$ cat src/rtl/usb2_tx_packet_sequencer_if.sv
// Link-side bundle of the USB2 TX packet sequencer: request/grant, payload source and PHY TX byte path.
// Signal names are from the sequencer's point of view (i_ = into the sequencer, o_ = out of it).
// slave = the sequencer itself, master = the endpoint logic / PHY side that faces it.
interface usb2_tx_packet_sequencer_if;
  logic       i_hs_req;
  logic [3:0] i_hs_pid;
  logic       o_hs_ack;
  logic       i_dat_req;
  logic [3:0] i_dat_pid;
  logic       i_dat_zlp;
  logic       o_dat_ack;
  logic [7:0] i_dat_byte;
  logic       i_dat_valid;
  logic       i_dat_last;
  logic       o_dat_ready;
  logic [7:0] o_tx_data;
  logic       o_tx_valid;
  logic       o_tx_start;
  logic       o_tx_end;
  logic       i_tx_ready;
  logic       o_busy;
  logic       o_done;
  logic       o_trunc;

  modport slave (
    input  i_hs_req, i_hs_pid, i_dat_req, i_dat_pid, i_dat_zlp,
    input  i_dat_byte, i_dat_valid, i_dat_last, i_tx_ready,
    output o_hs_ack, o_dat_ack, o_dat_ready,
    output o_tx_data, o_tx_valid, o_tx_start, o_tx_end,
    output o_busy, o_done, o_trunc
  );

  modport master (
    output i_hs_req, i_hs_pid, i_dat_req, i_dat_pid, i_dat_zlp,
    output i_dat_byte, i_dat_valid, i_dat_last, i_tx_ready,
    input  o_hs_ack, o_dat_ack, o_dat_ready,
    input  o_tx_data, o_tx_valid, o_tx_start, o_tx_end,
    input  o_busy, o_done, o_trunc
  );
endinterface

$ cat src/rtl/usb2_tx_packet_sequencer.sv
// Purpose: arbitrates handshake vs data requests and emits SYNC, PID, payload, CRC16 to the PHY TX path.
// Latency: grant -> SYNC on next cycle; payload bytes pass through combinationally (byte/valid/ready).
// Backpressure: every byte waits for i_tx_ready; outputs hold while stalled. Optional macro USB2_TX_IPG_EN adds an inter-packet gap.
module usb2_tx_packet_sequencer #(
  parameter int MAX_BYTES  = 1024,
  parameter int IPG_CYCLES = 16
) (
  input  logic                         i_clk,
  input  logic                         i_rst,
  usb2_tx_packet_sequencer_if.slave    io_bus
);

  localparam int CW = $clog2(MAX_BYTES + 1);

  typedef enum logic [2:0] {
    S_IDLE,
    S_SYNC,
    S_PID,
    S_PAYLOAD,
    S_CRC_LO,
    S_CRC_HI,
    S_DONE
`ifdef USB2_TX_IPG_EN
    , S_GAP
`endif
  } state_t;

  state_t          r_state;
  state_t          w_next;
  logic [3:0]      r_pid;
  logic            r_is_hs;
  logic            r_zlp;
  logic [15:0]     r_crc;
  logic [CW-1:0]   r_cnt;
  logic [CW-1:0]   w_cnt_inc;
  logic            w_grant_hs;
  logic            w_grant_dat;
  logic            w_pay_acc;
  logic [7:0]      w_tx_data;
  logic            w_tx_valid;
  logic            w_tx_start;
  logic            w_tx_end;
  logic            w_dat_ready;
  logic            w_done;
  logic            w_trunc;

`ifdef USB2_TX_IPG_EN
  localparam int GW = $clog2(IPG_CYCLES + 1);
  logic [GW-1:0]   r_gap;
`endif

  // Reflected CRC16 (0xA001) over one byte, LSB first.
  function automatic logic [15:0] f_crc16_byte(input logic [15:0] crc, input logic [7:0] b);
    logic [15:0] c;
    c = crc ^ {8'h00, b};
    for (int k = 0; k < 8; k++) begin
      c = c[0] ? ((c >> 1) ^ 16'hA001) : (c >> 1);
    end
    return c;
  endfunction

  assign w_grant_hs  = (r_state == S_IDLE) && io_bus.i_hs_req;
  assign w_grant_dat = (r_state == S_IDLE) && !io_bus.i_hs_req && io_bus.i_dat_req;
  assign w_cnt_inc   = r_cnt + CW'(1);

  // Next-state and byte-path outputs; everything is a function of the current state and live handshakes.
  always_comb begin
    w_next      = r_state;
    w_tx_data   = 8'h00;
    w_tx_valid  = 1'b0;
    w_tx_start  = 1'b0;
    w_tx_end    = 1'b0;
    w_dat_ready = 1'b0;
    w_done      = 1'b0;
    w_trunc     = 1'b0;
    w_pay_acc   = 1'b0;
    case (r_state)
      S_IDLE: begin
        if (w_grant_hs || w_grant_dat) w_next = S_SYNC;
      end
      S_SYNC: begin
        w_tx_data  = 8'h80;
        w_tx_valid = 1'b1;
        w_tx_start = 1'b1;
        if (io_bus.i_tx_ready) w_next = S_PID;
      end
      S_PID: begin
        w_tx_data  = {~r_pid, r_pid};
        w_tx_valid = 1'b1;
        w_tx_end   = r_is_hs;
        if (io_bus.i_tx_ready) begin
          if (r_is_hs)    w_next = S_DONE;
          else if (r_zlp) w_next = S_CRC_LO;
          else            w_next = S_PAYLOAD;
        end
      end
      S_PAYLOAD: begin
        w_tx_data   = io_bus.i_dat_byte;
        w_tx_valid  = io_bus.i_dat_valid;
        w_dat_ready = io_bus.i_tx_ready;
        if (io_bus.i_dat_valid && io_bus.i_tx_ready) begin
          w_pay_acc = 1'b1;
          // A genuine last byte wins over the size limit, so a full-size packet is not flagged.
          if (io_bus.i_dat_last) begin
            w_next = S_CRC_LO;
          end else if (w_cnt_inc == CW'(MAX_BYTES)) begin
            w_next  = S_CRC_LO;
            w_trunc = 1'b1;
          end
        end
      end
      S_CRC_LO: begin
        w_tx_data  = ~r_crc[7:0];
        w_tx_valid = 1'b1;
        if (io_bus.i_tx_ready) w_next = S_CRC_HI;
      end
      S_CRC_HI: begin
        w_tx_data  = ~r_crc[15:8];
        w_tx_valid = 1'b1;
        w_tx_end   = 1'b1;
        if (io_bus.i_tx_ready) w_next = S_DONE;
      end
      S_DONE: begin
        w_done = 1'b1;
`ifdef USB2_TX_IPG_EN
        w_next = S_GAP;
`else
        w_next = S_IDLE;
`endif
      end
`ifdef USB2_TX_IPG_EN
      S_GAP: begin
        if (r_gap == GW'(IPG_CYCLES - 1)) w_next = S_IDLE;
      end
`endif
      default: w_next = S_IDLE;
    endcase
  end

  // State register; reset mid-packet drops straight to IDLE with no end marker.
  always_ff @(posedge i_clk or posedge i_rst) begin
    if (i_rst) r_state <= S_IDLE;
    else       r_state <= w_next;
  end

  // Packet context latched at grant; CRC and byte count restart for every packet.
  always_ff @(posedge i_clk or posedge i_rst) begin
    if (i_rst) begin
      r_pid   <= 4'h0;
      r_is_hs <= 1'b0;
      r_zlp   <= 1'b0;
      r_crc   <= 16'hFFFF;
      r_cnt   <= '0;
    end else if (w_grant_hs || w_grant_dat) begin
      r_pid   <= w_grant_hs ? io_bus.i_hs_pid : io_bus.i_dat_pid;
      r_is_hs <= w_grant_hs;
      r_zlp   <= w_grant_dat && io_bus.i_dat_zlp;
      r_crc   <= 16'hFFFF;
      r_cnt   <= '0;
    end else if (w_pay_acc) begin
      r_crc   <= f_crc16_byte(r_crc, io_bus.i_dat_byte);
      r_cnt   <= w_cnt_inc;
    end
  end

`ifdef USB2_TX_IPG_EN
  // Gap counter restarts in DONE and runs while in GAP.
  always_ff @(posedge i_clk or posedge i_rst) begin
    if (i_rst)                  r_gap <= '0;
    else if (r_state == S_DONE) r_gap <= '0;
    else if (r_state == S_GAP)  r_gap <= r_gap + GW'(1);
  end
`endif

  assign io_bus.o_hs_ack    = w_grant_hs;
  assign io_bus.o_dat_ack   = w_grant_dat;
  assign io_bus.o_dat_ready = w_dat_ready;
  assign io_bus.o_tx_data   = w_tx_data;
  assign io_bus.o_tx_valid  = w_tx_valid;
  assign io_bus.o_tx_start  = w_tx_start;
  assign io_bus.o_tx_end    = w_tx_end;
  assign io_bus.o_busy      = (r_state != S_IDLE);
  assign io_bus.o_done      = w_done;
  assign io_bus.o_trunc     = w_trunc;

endmodule

$ cat src/flat_wrapper.sv
// flat-port wrapper written by rule: the top's interface ports become plain ports
module usb2_tx_packet_sequencer_flat 
#(
  parameter int MAX_BYTES  = 1024,
  parameter int IPG_CYCLES = 16
)
  (i_clk, i_rst, io_bus_i_hs_req, io_bus_i_hs_pid, io_bus_i_dat_req, io_bus_i_dat_pid, io_bus_i_dat_zlp, io_bus_i_dat_byte, io_bus_i_dat_valid, io_bus_i_dat_last, io_bus_i_tx_ready, io_bus_o_hs_ack, io_bus_o_dat_ack, io_bus_o_dat_ready, io_bus_o_tx_data, io_bus_o_tx_valid, io_bus_o_tx_start, io_bus_o_tx_end, io_bus_o_busy, io_bus_o_done, io_bus_o_trunc);
  usb2_tx_packet_sequencer_if io_bus_i ();
  input  logic i_clk;
  input  logic i_rst;
  input wire logic [$bits(io_bus_i.i_hs_req)-1:0] io_bus_i_hs_req;
  input wire logic [$bits(io_bus_i.i_hs_pid)-1:0] io_bus_i_hs_pid;
  input wire logic [$bits(io_bus_i.i_dat_req)-1:0] io_bus_i_dat_req;
  input wire logic [$bits(io_bus_i.i_dat_pid)-1:0] io_bus_i_dat_pid;
  input wire logic [$bits(io_bus_i.i_dat_zlp)-1:0] io_bus_i_dat_zlp;
  input wire logic [$bits(io_bus_i.i_dat_byte)-1:0] io_bus_i_dat_byte;
  input wire logic [$bits(io_bus_i.i_dat_valid)-1:0] io_bus_i_dat_valid;
  input wire logic [$bits(io_bus_i.i_dat_last)-1:0] io_bus_i_dat_last;
  input wire logic [$bits(io_bus_i.i_tx_ready)-1:0] io_bus_i_tx_ready;
  output wire logic [$bits(io_bus_i.o_hs_ack)-1:0] io_bus_o_hs_ack;
  output wire logic [$bits(io_bus_i.o_dat_ack)-1:0] io_bus_o_dat_ack;
  output wire logic [$bits(io_bus_i.o_dat_ready)-1:0] io_bus_o_dat_ready;
  output wire logic [$bits(io_bus_i.o_tx_data)-1:0] io_bus_o_tx_data;
  output wire logic [$bits(io_bus_i.o_tx_valid)-1:0] io_bus_o_tx_valid;
  output wire logic [$bits(io_bus_i.o_tx_start)-1:0] io_bus_o_tx_start;
  output wire logic [$bits(io_bus_i.o_tx_end)-1:0] io_bus_o_tx_end;
  output wire logic [$bits(io_bus_i.o_busy)-1:0] io_bus_o_busy;
  output wire logic [$bits(io_bus_i.o_done)-1:0] io_bus_o_done;
  output wire logic [$bits(io_bus_i.o_trunc)-1:0] io_bus_o_trunc;
  assign io_bus_i.i_hs_req = io_bus_i_hs_req;
  assign io_bus_i.i_hs_pid = io_bus_i_hs_pid;
  assign io_bus_i.i_dat_req = io_bus_i_dat_req;
  assign io_bus_i.i_dat_pid = io_bus_i_dat_pid;
  assign io_bus_i.i_dat_zlp = io_bus_i_dat_zlp;
  assign io_bus_i.i_dat_byte = io_bus_i_dat_byte;
  assign io_bus_i.i_dat_valid = io_bus_i_dat_valid;
  assign io_bus_i.i_dat_last = io_bus_i_dat_last;
  assign io_bus_i.i_tx_ready = io_bus_i_tx_ready;
  assign io_bus_o_hs_ack = io_bus_i.o_hs_ack;
  assign io_bus_o_dat_ack = io_bus_i.o_dat_ack;
  assign io_bus_o_dat_ready = io_bus_i.o_dat_ready;
  assign io_bus_o_tx_data = io_bus_i.o_tx_data;
  assign io_bus_o_tx_valid = io_bus_i.o_tx_valid;
  assign io_bus_o_tx_start = io_bus_i.o_tx_start;
  assign io_bus_o_tx_end = io_bus_i.o_tx_end;
  assign io_bus_o_busy = io_bus_i.o_busy;
  assign io_bus_o_done = io_bus_i.o_done;
  assign io_bus_o_trunc = io_bus_i.o_trunc;
  usb2_tx_packet_sequencer #(.MAX_BYTES(MAX_BYTES), .IPG_CYCLES(IPG_CYCLES)) u_core (.i_clk(i_clk), .i_rst(i_rst), .io_bus(io_bus_i));
endmodule
$ cat config.mk
export PLATFORM = sky130hd
export DESIGN_NAME = usb2_tx_packet_sequencer_flat
export DESIGN_NICKNAME = d
export VERILOG_FILES = /design/src/rtl/usb2_tx_packet_sequencer_if.sv /design/src/rtl/usb2_tx_packet_sequencer.sv /design/src/flat_wrapper.sv
export SDC_FILE = /design/constraint.sdc
export NUM_CORES = 1
export LEC_CHECK = 0
export CORE_UTILIZATION = 40
export CTS_CLUSTER_DIAMETER = 80
export CTS_CLUSTER_SIZE = 12
export DETAILED_ROUTE_END_ITERATION = 6
export PLACE_DENSITY = 0.74
export SLEW_MARGIN = 20
export SYNTH_ARGS = -nofsm -noshare
export SYNTH_HDL_FRONTEND = slang
export SYNTH_SLANG_ARGS = --single-unit
$ cat constraint.sdc
create_clock -name i_clk -period 2.1 [get_ports i_clk]
set_clock_uncertainty 0.1 [all_clocks]
set_input_delay 0.21 -clock i_clk [delete_from_list [all_inputs] [get_ports i_clk]]
set_output_delay 0.21 -clock i_clk [all_outputs]
set_load 0.01 [all_outputs]
==> results of run 1 <==
==> how the worst min path moves through the flow <==
stage                      from           endpoint  slack, ns  depth (start not counted)
6_report                  i_rst    u_core.r_pid[2]       0.21                          3
5_1_grt                   i_rst  u_core.r_state[2]       0.28                          3
4_1_cts                   i_rst    u_core.r_cnt[7]       0.22                          3
3_5_place_dp    u_core.r_pid[1]    u_core.r_pid[1]       0.38                          2
3_3_place_gp    u_core.r_pid[1]    u_core.r_pid[1]       0.37                          2
2_1_floorplan  io_bus_i_dat_zlp       u_core.r_zlp       0.24                          1
==> worst max-delay path, delay by kind of cell (launching register included) <==
kind / cells / cell delay, ns
AOI/OAI and AO/OA: 3 / 0.89
adders and majority gates: 1 / 0.20
DFF: 1 / 0.40
buffers and inverters: 1 / 0.13
and+or+nand+nor: 2 / 0.42
==> area by class of cell <==
| type | count | share of cell area |
|---|---|---|
| tap | 70 | 0.0261 |
| sequential | 36 | 0.275 |
| multi-input combinational | 194 | 0.408 |
| clock buffer | 5 | 0.0205 |
| timing repair buffer | 96 | 0.250 |
| inverter | 6 | 0.00745 |
| clock inverter | 3 | 0.0127 |
==> logic make-up (layout without fill, tap and decap cells) <==
logic type | count (synthesis) | after routing
xor gates and xnor gates | 24 | 24
AOI/OAI and AO/OA | 72 | 72
DFF | 36 | 36
buffers and inverters | 18 | 110
adders and majority gates | 1 | 1
muxes | 10 | 10
and+or+nand+nor | 87 | 87
==> power breakdown <==
part           leakage [uW]  internal, uW  switching, uW
Clock             0.0000541           351            260
Sequential         0.000431           972            207
Combinational      0.000974          1430           1200
==> placed cells by master (no fill, tap or decap), types with 5 or more instances in the layout <==
| cell | instances |
|---|---|
| buf_4 | 53 |
| nor2_1 | 35 |
| clkdlybuf4s50_1 | 26 |
| nand2_1 | 19 |
| a21oi_1 | 18 |
| dfrtp_1 | 18 |
| o21ai_1 | 17 |
| dfstp_2 | 16 |
| dlygate4sd2_1 | 11 |
| xor2_1 | 8 |
| o22a_1 | 7 |
| xnor2_1 | 6 |
| o22ai_1 | 6 |
| clkbuf_8 | 5 |
==> through the flow <==
step	setup TNS [ns]	util	total power, uW	cell area [um2]	setup slack [ns]
after floorplan	-0.128	-	2550	2280	-0.128
after global placement	-1.12	0.584	3550	3080	-0.556
after detailed placement	-1.24	0.584	3590	3080	-0.612
after CTS	-0.501	0.627	4330	3300	-0.486
after global routing	-0.968	0.638	4700	3360	-0.608
final	-0.785	0.638	4420	3360	-0.551
==> timing repair <==
item,4_1_cts,5_1_grt
cloned,1,0
pin swaps,9,3
setup endpoints to repair,18,14
setup buffers,7,3
resized for setup,27,11
==> sequential cells by signal (all words and copies together) (netlist names) <==
register	count
u_core.r_crc	16
u_core.r_pid	4
u_core.r_cnt	11
u_core.r_zlp	1
u_core.r_is_hs	1
u_core.r_state	3
==> routing by layer <==
layer | wire [um] | GRT usage
met4 | 81 | 0.0811
met3 | 239 | 0.0440
met2 | 3210 | 0.385
met1 | 2980 | 0.296
met5 | 0 | 0
==> results.json, run 1 <==
{
  "criticalPathCategory": "register to primary output",
  "diodes": 0,
  "synth.mux.area_fraction": 0.0477,
  "critPathMaxStageDelay_ns": 0.41,
  "cts-root-to-sink-buffers": 2,
  "crit-reg2reg-capture": "u_core.r_state[2]",
  "setup_ws_final_ns": -0.551,
  "postSynthAreaPerCell_um2": 9.09,
  "h_tree_depth": 2,
  "wire_length_of_the_first_global_routing_pass_mm": 10.6,
  "die_w_um": 77.1,
  "outcome": "finished with violations",
  "yosys_warning_count": 0,
  "design.die.area_um2": 5940,
  "vdd.ir_drop.worst_uv": 709,
  "violations_in_the_final_reports": "negative setup slack",
  "worstSetupStartpoint": "u_core.r_cnt[1]",
  "synthesized_area_fraction_occupied_by_ao_oa_aoi_and_oai_cells": 0.206,
  "mapped_area_um2": 2250,
  "flip_flop_and_latch_count_after_synthesis": 36,
  "rows": 26,
  "drt-pass1-iter-count": 4,
  "worst-slew-pin-transition_ns": 0.587,
  "yosys.area.top_type_share": 0.222,
  "place_inst": 392,
  "global_route.overflow_total": 0,
  "syn-num-nets": 273,
  "timing_hold_violations_final": 0,
  "final-seq-area_um2": 923,
  "netlist_instances": 248,
  "post_synth_fa_ha_maj_area_fraction": 0.00555,
  "detailedRoute.firstIterationViolations": 170,
  "synth-edff-count": 0,
  "antenna_found_initial": 0,
  "route.detailed.drc": 0,
  "regToRegStartpoint": "u_core.r_cnt[1]",
  "ant_nets": 0,
  "grt_util_all_layers": 0.230,
  "setup.worst_path.end": "io_bus_o_trunc",
  "final_cell_count_no_fill": 410,
  "grt_setup_unrepaired": "true",
  "floorplan.io_pins": 41,
  "ys_types": 50,
  "yosysSeqAreaShare": 0.408,
  "timing.critical_path.from_type": "register",
  "initial_core_util": 0.428,
  "synthTopCellsByCount": "36 x nor2_1, 20 x dfrtp_1, 19 x nand2_1",
  "leakagePower_uw": 0.00146,
  "avgViaCountPerCell": 5.38,
  "cts_made_buffers": 5,
  "routed_wire_length_per_instance_um": 15.9,
  "cts.reportedPaths.clkPinSlew_ns": 0.08,
  "root_buffer": "clkbuf_8",
  "slew_violations": 0,
  "final_hold_slack_ns": 0.213,
  "max_slew_margin": 0.607,
  "vias": 2205,
  "period_share": 1.26,
  "synth_flop_cell": "dfrtp_1",
  "num-nets-final": 364,
  "first_global_vias": 2213,
  "tritoncts_num_sinks": 36,
  "fillers": 434,
  "gpl.final_weighted_congestion": 0.905,
  "powerDensity_nw_per_um2": 1320,
  "place.port_buffers": 40,
  "cp_cell_instances": "ha_2, and2_4, a2111oi_4, a32oi_1, a2111oi_2, and4_1, buf_2",
  "area_growth_syn_to_layout_pct": 49.1,
  "postCtsHoldBufs": 0,
  "critical-path-slowest-cell": "a2111oi_2",
  "synth_xor_xnor_area_share": 0.122,
  "post-dp-hpwl_mm": 4.44,
  "dieHeight_um": 77.1,
  "worst_r2r_path_depth": 7,
  "worstPathMaxFanout": 3,
  "reg2reg_setup_slack_ns": -0.10,
  "critical_path_arrival_ns": 2.34,
  "multi_input_comb_area_um2": 1370,
  "synthArstFlopShare": 1.00,
  "largest_net_degree_at_the_start_of_global_routing": 37,
  "hold_path_class": "primary input to async pin",
  "final_layout_size_suffix_gt1_frac": 0.329,
  "wirelength_mm": 6.52,
  "maxCapViolations": 0,
  "synthDominantAreaCellType": "dfrtp_1",
  "worstSkewPairLatency_ns": 0.30,
  "fmax_mhz": 377,
  "synthTopCellsByArea": "dfrtp_1 22%, dfstp_2 19%, nor2_1 6.0%",
  "number_of_endpoints_failing_setup_at_the_final_stage": 4,
  "timing.critical_path.required_ns": 1.79,
  "final_period_minus_worst_setup_slack_ns": 2.65,
  "critPathCaptureType": "primary output",
  "synth_most_common_cell": "nor2_1",
  "core_area_um2": 5270,
  "simple_gate_share_of_the_synthesized_area": 0.179,
  "synth_top_family_by_area": "compound AO/OA/AOI/OAI gates",
  "cts_tree": "built"
}
No activity file was read; power rests on OpenSTA's default activity.
==> run 2, diff against run 1 <==
--- a/config.mk
+++ b/config.mk
@@ -5,11 +5,11 @@
 export SDC_FILE = /design/constraint.sdc
 export NUM_CORES = 1
 export LEC_CHECK = 0
-export CORE_UTILIZATION = 40
+export CORE_UTILIZATION = 35
 export CTS_CLUSTER_DIAMETER = 80
 export CTS_CLUSTER_SIZE = 12
 export DETAILED_ROUTE_END_ITERATION = 6
-export PLACE_DENSITY = 0.74
+export PLACE_DENSITY = 0.65
 export SLEW_MARGIN = 20
 export SYNTH_ARGS = -nofsm -noshare
 export SYNTH_HDL_FRONTEND = slang
==> constraint.sdc (replaced) <==
create_clock -name i_clk -period 2.5 [get_ports i_clk]
set_clock_uncertainty 0.1 [all_clocks]
set_input_delay 0.25 -clock i_clk [delete_from_list [all_inputs] [get_ports i_clk]]
set_output_delay 0.25 -clock i_clk [all_outputs]
set_load 0.01 [all_outputs]
==> run 2 against run 1 <==
  * The run still ends with negative setup slack left
  * Utilization is 11 points lower
  * Via count is 2.4% lower
  * Critical path depth stayed put
  * Die area is 14% higher
  * Setup slack better by 0.46 ns
  * Power is 21% lower
==> results.json, run 2 (synthesis results as in run 1) <==
{
  "worstPathMaxFanout": 2,
  "diodes": 0,
  "timing.critical_path.required_ns": 2.15,
  "commonest_non_fill_non_tap_cells_in_the_layout": "43 x buf_4, 39 x clkdlybuf4s50_1, 35 x nor2_1",
  "cts.reportedPaths.clkPinSlew_ns": 0.08,
  "largest_register_ff_count": 16,
  "fillers": 568,
  "route.detailed.drc": 0,
  "critPathBufInv": 1,
  "rows": 28,
  "finalSetupTns_ns": -0.0898,
  "critical-path-slowest-cell": "dfrtp_1",
  "fmax_mhz": 386,
  "largestRegisters": "u_core.r_crc: 16 flops, u_core.r_cnt: 11 flops, u_core.r_pid: 4 flops",
  "gpl.final_weighted_congestion": 0.841,
  "wirelength_mm": 6.04,
  "first_global_vias": 2000,
  "worstSkewPairLatency_ns": 0.30,
  "dieHeight_um": 82.3,
  "most_frequent_cell_on_the_critical_path": "a2111oi_4",
  "setup_ws_final_ns": -0.0898,
  "detailedRoute.firstIterationViolations": 152,
  "final_layout_size_suffix_gt1_frac": 0.274,
  "vias": 2151,
  "cts_tree": "built",
  "cp_cell_instances": "ha_2, and2_4, a2111oi_4, a32oi_2, a2111oi_4, and4_1, buf_2",
  "tritoncts_num_sinks": 36,
  "grt_util_all_layers": 0.197,
  "routed_wire_length_per_instance_um": 15.0,
  "num-nets-final": 352,
  "period_share": 1.04,
  "max_slew_margin": 0.593,
  "drt-pass1-iter-count": 4,
  "ant_nets": 0,
  "critPathCaptureType": "primary output",
  "floorplan.io_pins": 41,
  "criticalPathCategory": "register to primary output",
  "outcome": "finished with violations",
  "utilization": 0.533,
  "worst-slew-pin-transition_ns": 0.609,
  "wire_length_of_the_first_global_routing_pass_mm": 9.91,
  "area_growth_syn_to_layout_pct": 43.2,
  "global_route.overflow_total": 0,
  "design.die.area_um2": 6770,
  "root_buffer": "clkbuf_8",
  "critPathMaxStageDelay_ns": 0.40,
  "core_area_um2": 6060,
  "cts-root-to-sink-buffers": 2,
  "cts_made_buffers": 5,
  "slew_violations": 0,
  "final_period_minus_worst_setup_slack_ns": 2.59,
  "die_w_um": 82.3,
  "registers.top_by_ff_count": "u_core.r_crc",
  "critical_path_arrival_ns": 2.24,
  "timing.critical_path.from_type": "register",
  "hold_path_class": "primary input to async pin",
  "place.port_buffers": 40,
  "finish.instance_area_um2": 3230,
  "leakagePower_uw": 0.00131,
  "post-dp-hpwl_mm": 4.27,
  "maxCapViolations": 0,
  "mostFrequentLayoutCell": "buf_4",
  "powerDensity_nw_per_um2": 1080,
  "timing_hold_violations_final": 0,
  "grt_setup_unrepaired": "true",
  "final_hold_slack_ns": 0.262,
  "antenna_found_initial": 0,
  "report.power.total_uw": 3500,
  "initial_core_util": 0.372,
  "h_tree_depth": 2,
  "violations_in_the_final_reports": "negative setup slack",
  "vdd.ir_drop.worst_uv": 576,
  "number_of_endpoints_failing_setup_at_the_final_stage": 1,
  "cpLargestDelayFamily": "compound AO/OA/AOI/OAI gates",
  "dpl-instance-area_um2": 3030,
  "largest_net_degree_at_the_start_of_global_routing": 37,
  "avgViaCountPerCell": 5.34
}
run 2: what timing repair did:
item,CTS,global route
hold buffers,0,0
setup endpoints to repair,1,4
pin swaps,5,4
gates cloned,0,0
buffers inserted,2,0
gates resized for setup,13,6
run 2: stage by stage:
step           setup WS, ns  cells
2_1_floorplan         0.122    248
3_3_place_gp         -0.280    393
3_5_place_dp         -0.413    393
4_1_cts              -0.178    403
5_1_grt              -0.176    403
6_report            -0.0898    403
run 2: path summary, 6_finish.rpt:
kind | from | end | slack, ns | cells past startpoint
hold / removal | i_rst | u_core.r_cnt[6] | 0.26 | 3
max in group asynchronous | i_rst | u_core.r_crc[13] | 1.68 | 3
setup / recovery | u_core.r_cnt[1] | io_bus_o_trunc | -0.09 | 7
min in group i_clk | u_core.r_pid[2] | u_core.r_pid[2] | 0.39 | 2
hold reg to reg | u_core.r_pid[2] | u_core.r_pid[2] | 0.39 | 2
setup reg to reg | u_core.r_cnt[1] | u_core.r_state[0] | 0.28 | 8
run 2: layer usage:
| metal | vias up | wire length, um | GRT usage | part of all wire |
|---|---|---|---|---|
| li1 | 1050 | - | - | - |
| met1 | 1039 | 2740 | 0.257 | 0.45 |
| met2 | 53 | 2970 | 0.324 | 0.49 |
| met3 | 9 | 248 | 0.0374 | 0.041 |
| met4 | 0 | 83 | 0.0684 | 0.014 |
| met5 | - | 0 | 0 | 0 |
run 2: cell type report:
class / instances / area (um2) / share of cell area
inverters: 6 / 22.5 / 0.00698
well taps: 75 / 93.8 / 0.0291
clock inverters: 2 / 35.0 / 0.0109
multi-input cells: 194 / 1350 / 0.417
clock buffers: 6 / 72.6 / 0.0225
flip-flops and latches: 36 / 921 / 0.285
repair buffers: 84 / 738 / 0.229
run 2: worst min-delay path: cells and delay by family:
family / cells / cell delay (ns)
buffers and inverters: 3 / 0.85
run 2: power by group:
part	leakage, uW	switching (uW)	internal, uW	total (uW)
registers	0.000433	164	813	977
logic	0.000827	923	1070	2000
clock network	0.0000552	226	296	523
total	0.00131	1310	2180	3500
==> run 3, diff against run 2 <==
--- a/config.mk
+++ b/config.mk
@@ -5,6 +5,7 @@
 export SDC_FILE = /design/constraint.sdc
 export NUM_CORES = 1
 export LEC_CHECK = 0
+export CORE_MARGIN = 2
 export CORE_UTILIZATION = 35
 export CTS_CLUSTER_DIAMETER = 80
 export CTS_CLUSTER_SIZE = 12
==> run 3 against run 2 <==
  * Global-route usage down 1.8 points
  * The run still ends with negative setup slack left
  * Count of clock-buffer cells in the layout is 2 higher
  * Combinational power fell by 5%
  * Utilization fell by 3.2 points
  * Largest power group unchanged
  * Highest routed layer unchanged
  * Via count decreased by 2.0%
==> results.json, run 3 (synthesis results as in run 1) <==
{
  "worstPathMaxFanout": 2,
  "worst-slew-pin-transition_ns": 0.586,
  "critPathMaxStageDelay_ns": 0.38,
  "die_w_um": 84.3,
  "area_growth_syn_to_layout_pct": 39.4,
  "ant_nets": 0,
  "cts.repair_timing.setup_buffer_count": 0,
  "largestRegisters": "u_core.r_crc: 16 flops, u_core.r_cnt: 11 flops, u_core.r_pid: 4 flops",
  "largest_register_ff_count": 16,
  "global_route.overflow_total": 0,
  "critical-path-slowest-cell": "dfrtp_1",
  "avgViaCountPerCell": 5.27,
  "hold_path_class": "primary input to async pin",
  "finish.instance_area_um2": 3140,
  "outcome": "finished with violations",
  "cts_tree": "built",
  "leakagePower_uw": 0.00128,
  "max_slew_margin": 0.608,
  "final_layout_size_suffix_gt1_frac": 0.254,
  "vdd.ir_drop.worst_uv": 539,
  "grt_setup_unrepaired": "true",
  "cp_cell_instances": "ha_2, and2_4, a2111oi_4, a32oi_1, a2111oi_2, and4_1, buf_2",
  "power.share.switching": 0.378,
  "cts-root-to-sink-buffers": 2,
  "wire_length_of_the_first_global_routing_pass_mm": 10.2,
  "powerDensity_nw_per_um2": 1070,
  "antenna_found_initial": 0,
  "cts_made_buffers": 5,
  "crit-reg2reg-capture": "u_core.r_crc[0]",
  "number_of_endpoints_failing_setup_at_the_final_stage": 1,
  "criticalPathCategory": "register to primary output",
  "grt_util_all_layers": 0.178,
  "regToRegStartpoint": "u_core.r_crc[5]",
  "largest_net_degree_at_the_start_of_global_routing": 37,
  "detailedRoute.firstIterationViolations": 134,
  "dieHeight_um": 84.3,
  "vias": 2109,
  "worst_r2r_path_depth": 5,
  "worstSkewPairLatency_ns": 0.29,
  "initial_core_util": 0.359,
  "fmax_mhz": 395,
  "critPathCaptureType": "primary output",
  "final_hold_slack_ns": 0.252,
  "commonest_non_fill_non_tap_cells_in_the_layout": "39 x clkdlybuf4s50_1, 39 x buf_4, 36 x nor2_1",
  "place.port_buffers": 40,
  "post-dp-hpwl_mm": 4.25,
  "dpl-instance-area_um2": 3000,
  "num-nets-final": 347,
  "final_period_minus_worst_setup_slack_ns": 2.53,
  "p_comb_frac": 0.566,
  "route.detailed.drc": 0,
  "floorplan.io_pins": 41,
  "reg2reg_setup_slack_ns": 0.22,
  "maxCapViolations": 0,
  "root_buffer": "clkbuf_8",
  "cts.reportedPaths.clkPinSlew_ns": 0.07,
  "core_area_um2": 6280,
  "routed_wire_length_per_instance_um": 14.6,
  "p_sw_uw": 1270,
  "tritoncts_num_sinks": 36,
  "worstSetupStartpoint": "u_core.r_cnt[0]",
  "timing_hold_violations_final": 0,
  "p_int_uw": 2090,
  "timing.critical_path.required_ns": 2.15,
  "design.die.area_um2": 7100,
  "share_clk_of_total_power": 0.141,
  "rows": 29,
  "power.sequential.fraction": 0.294,
  "period_share": 1.01,
  "diodes": 0,
  "first_global_vias": 2192,
  "setup_ws_final_ns": -0.0332,
  "critical_path_arrival_ns": 2.18,
  "slew_violations": 0,
  "timing.critical_path.from_type": "register",
  "drt-pass1-iter-count": 6,
  "violations_in_the_final_reports": "negative setup slack",
  "wirelength_mm": 5.83,
  "registers.top_by_ff_count": "u_core.r_crc",
  "h_tree_depth": 2,
  "gpl.final_weighted_congestion": 0.848
}
==> run 3: layout make-up <==
class                           instances  area, um2
Fill cell                             610       3130
Timing Repair Buffer                   79        688
Clock buffer                            8        100
Tap cell                               77       96.3
Inverter                                6       22.5
Multi-Input combinational cell        194       1310
Sequential cell                        36        923
==> run 3: power by group through the flow <==
stage	logic, uW	registers, uW	clock network [uW]
2_1_floorplan	1210	926	0
3_3_place_gp	1870	977	0
3_5_place_dp	1890	985	0
4_1_cts	1910	979	479
5_1_grt	2080	1020	508
6_report	1900	988	474
==> run 3: worst max path at each step <==
stage | to | slack (ns) | depth (start not counted)
after detailed placement | io_bus_o_trunc | -0.31 | 7
after global placement | io_bus_o_trunc | -0.29 | 7
after global routing | io_bus_o_trunc | -0.16 | 7
after floorplan | io_bus_o_trunc | 0.12 | 6
after CTS | io_bus_o_trunc | -0.09 | 7
final | io_bus_o_trunc | -0.03 | 7
==> run 3: repair_timing <==
| action | 4_1_cts | 5_1_grt |
|---|---|---|
| hold buffers | 0 | 0 |
| setup endpoints to repair | 2 | 5 |
| pin swaps | 4 | 3 |
| gates resized for setup | 10 | 6 |
==> run 3: layer usage <==
layer  up-vias  global-route usage  share of wire
li1       1036                   -              -
met3         7              0.0315          0.030
met1      1018               0.215           0.46
met5         -                   0              0
met4         0              0.0660          0.016
met2        48               0.317           0.50
==> run 3: metrics by stage <==
step	utilization	cells	power [uW]	setup slack, ns	setup TNS (ns)
after floorplan	-	248	2140	0.122	0
after global placement	0.478	392	2850	-0.287	-0.287
after detailed placement	0.478	392	2880	-0.307	-0.312
after CTS	0.497	400	3370	-0.0928	-0.0928
after global routing	0.501	400	3610	-0.157	-0.157
final	0.501	400	3370	-0.0332	-0.0332
==> run 3: critical path: cells and delay by family (launching register included) <==
family          cells  cell delay (ns)
simple gates        2             0.40
flops               1             0.38
fa+ha+maj           1             0.19
compound gates      3             0.80
buf+inv             1             0.12
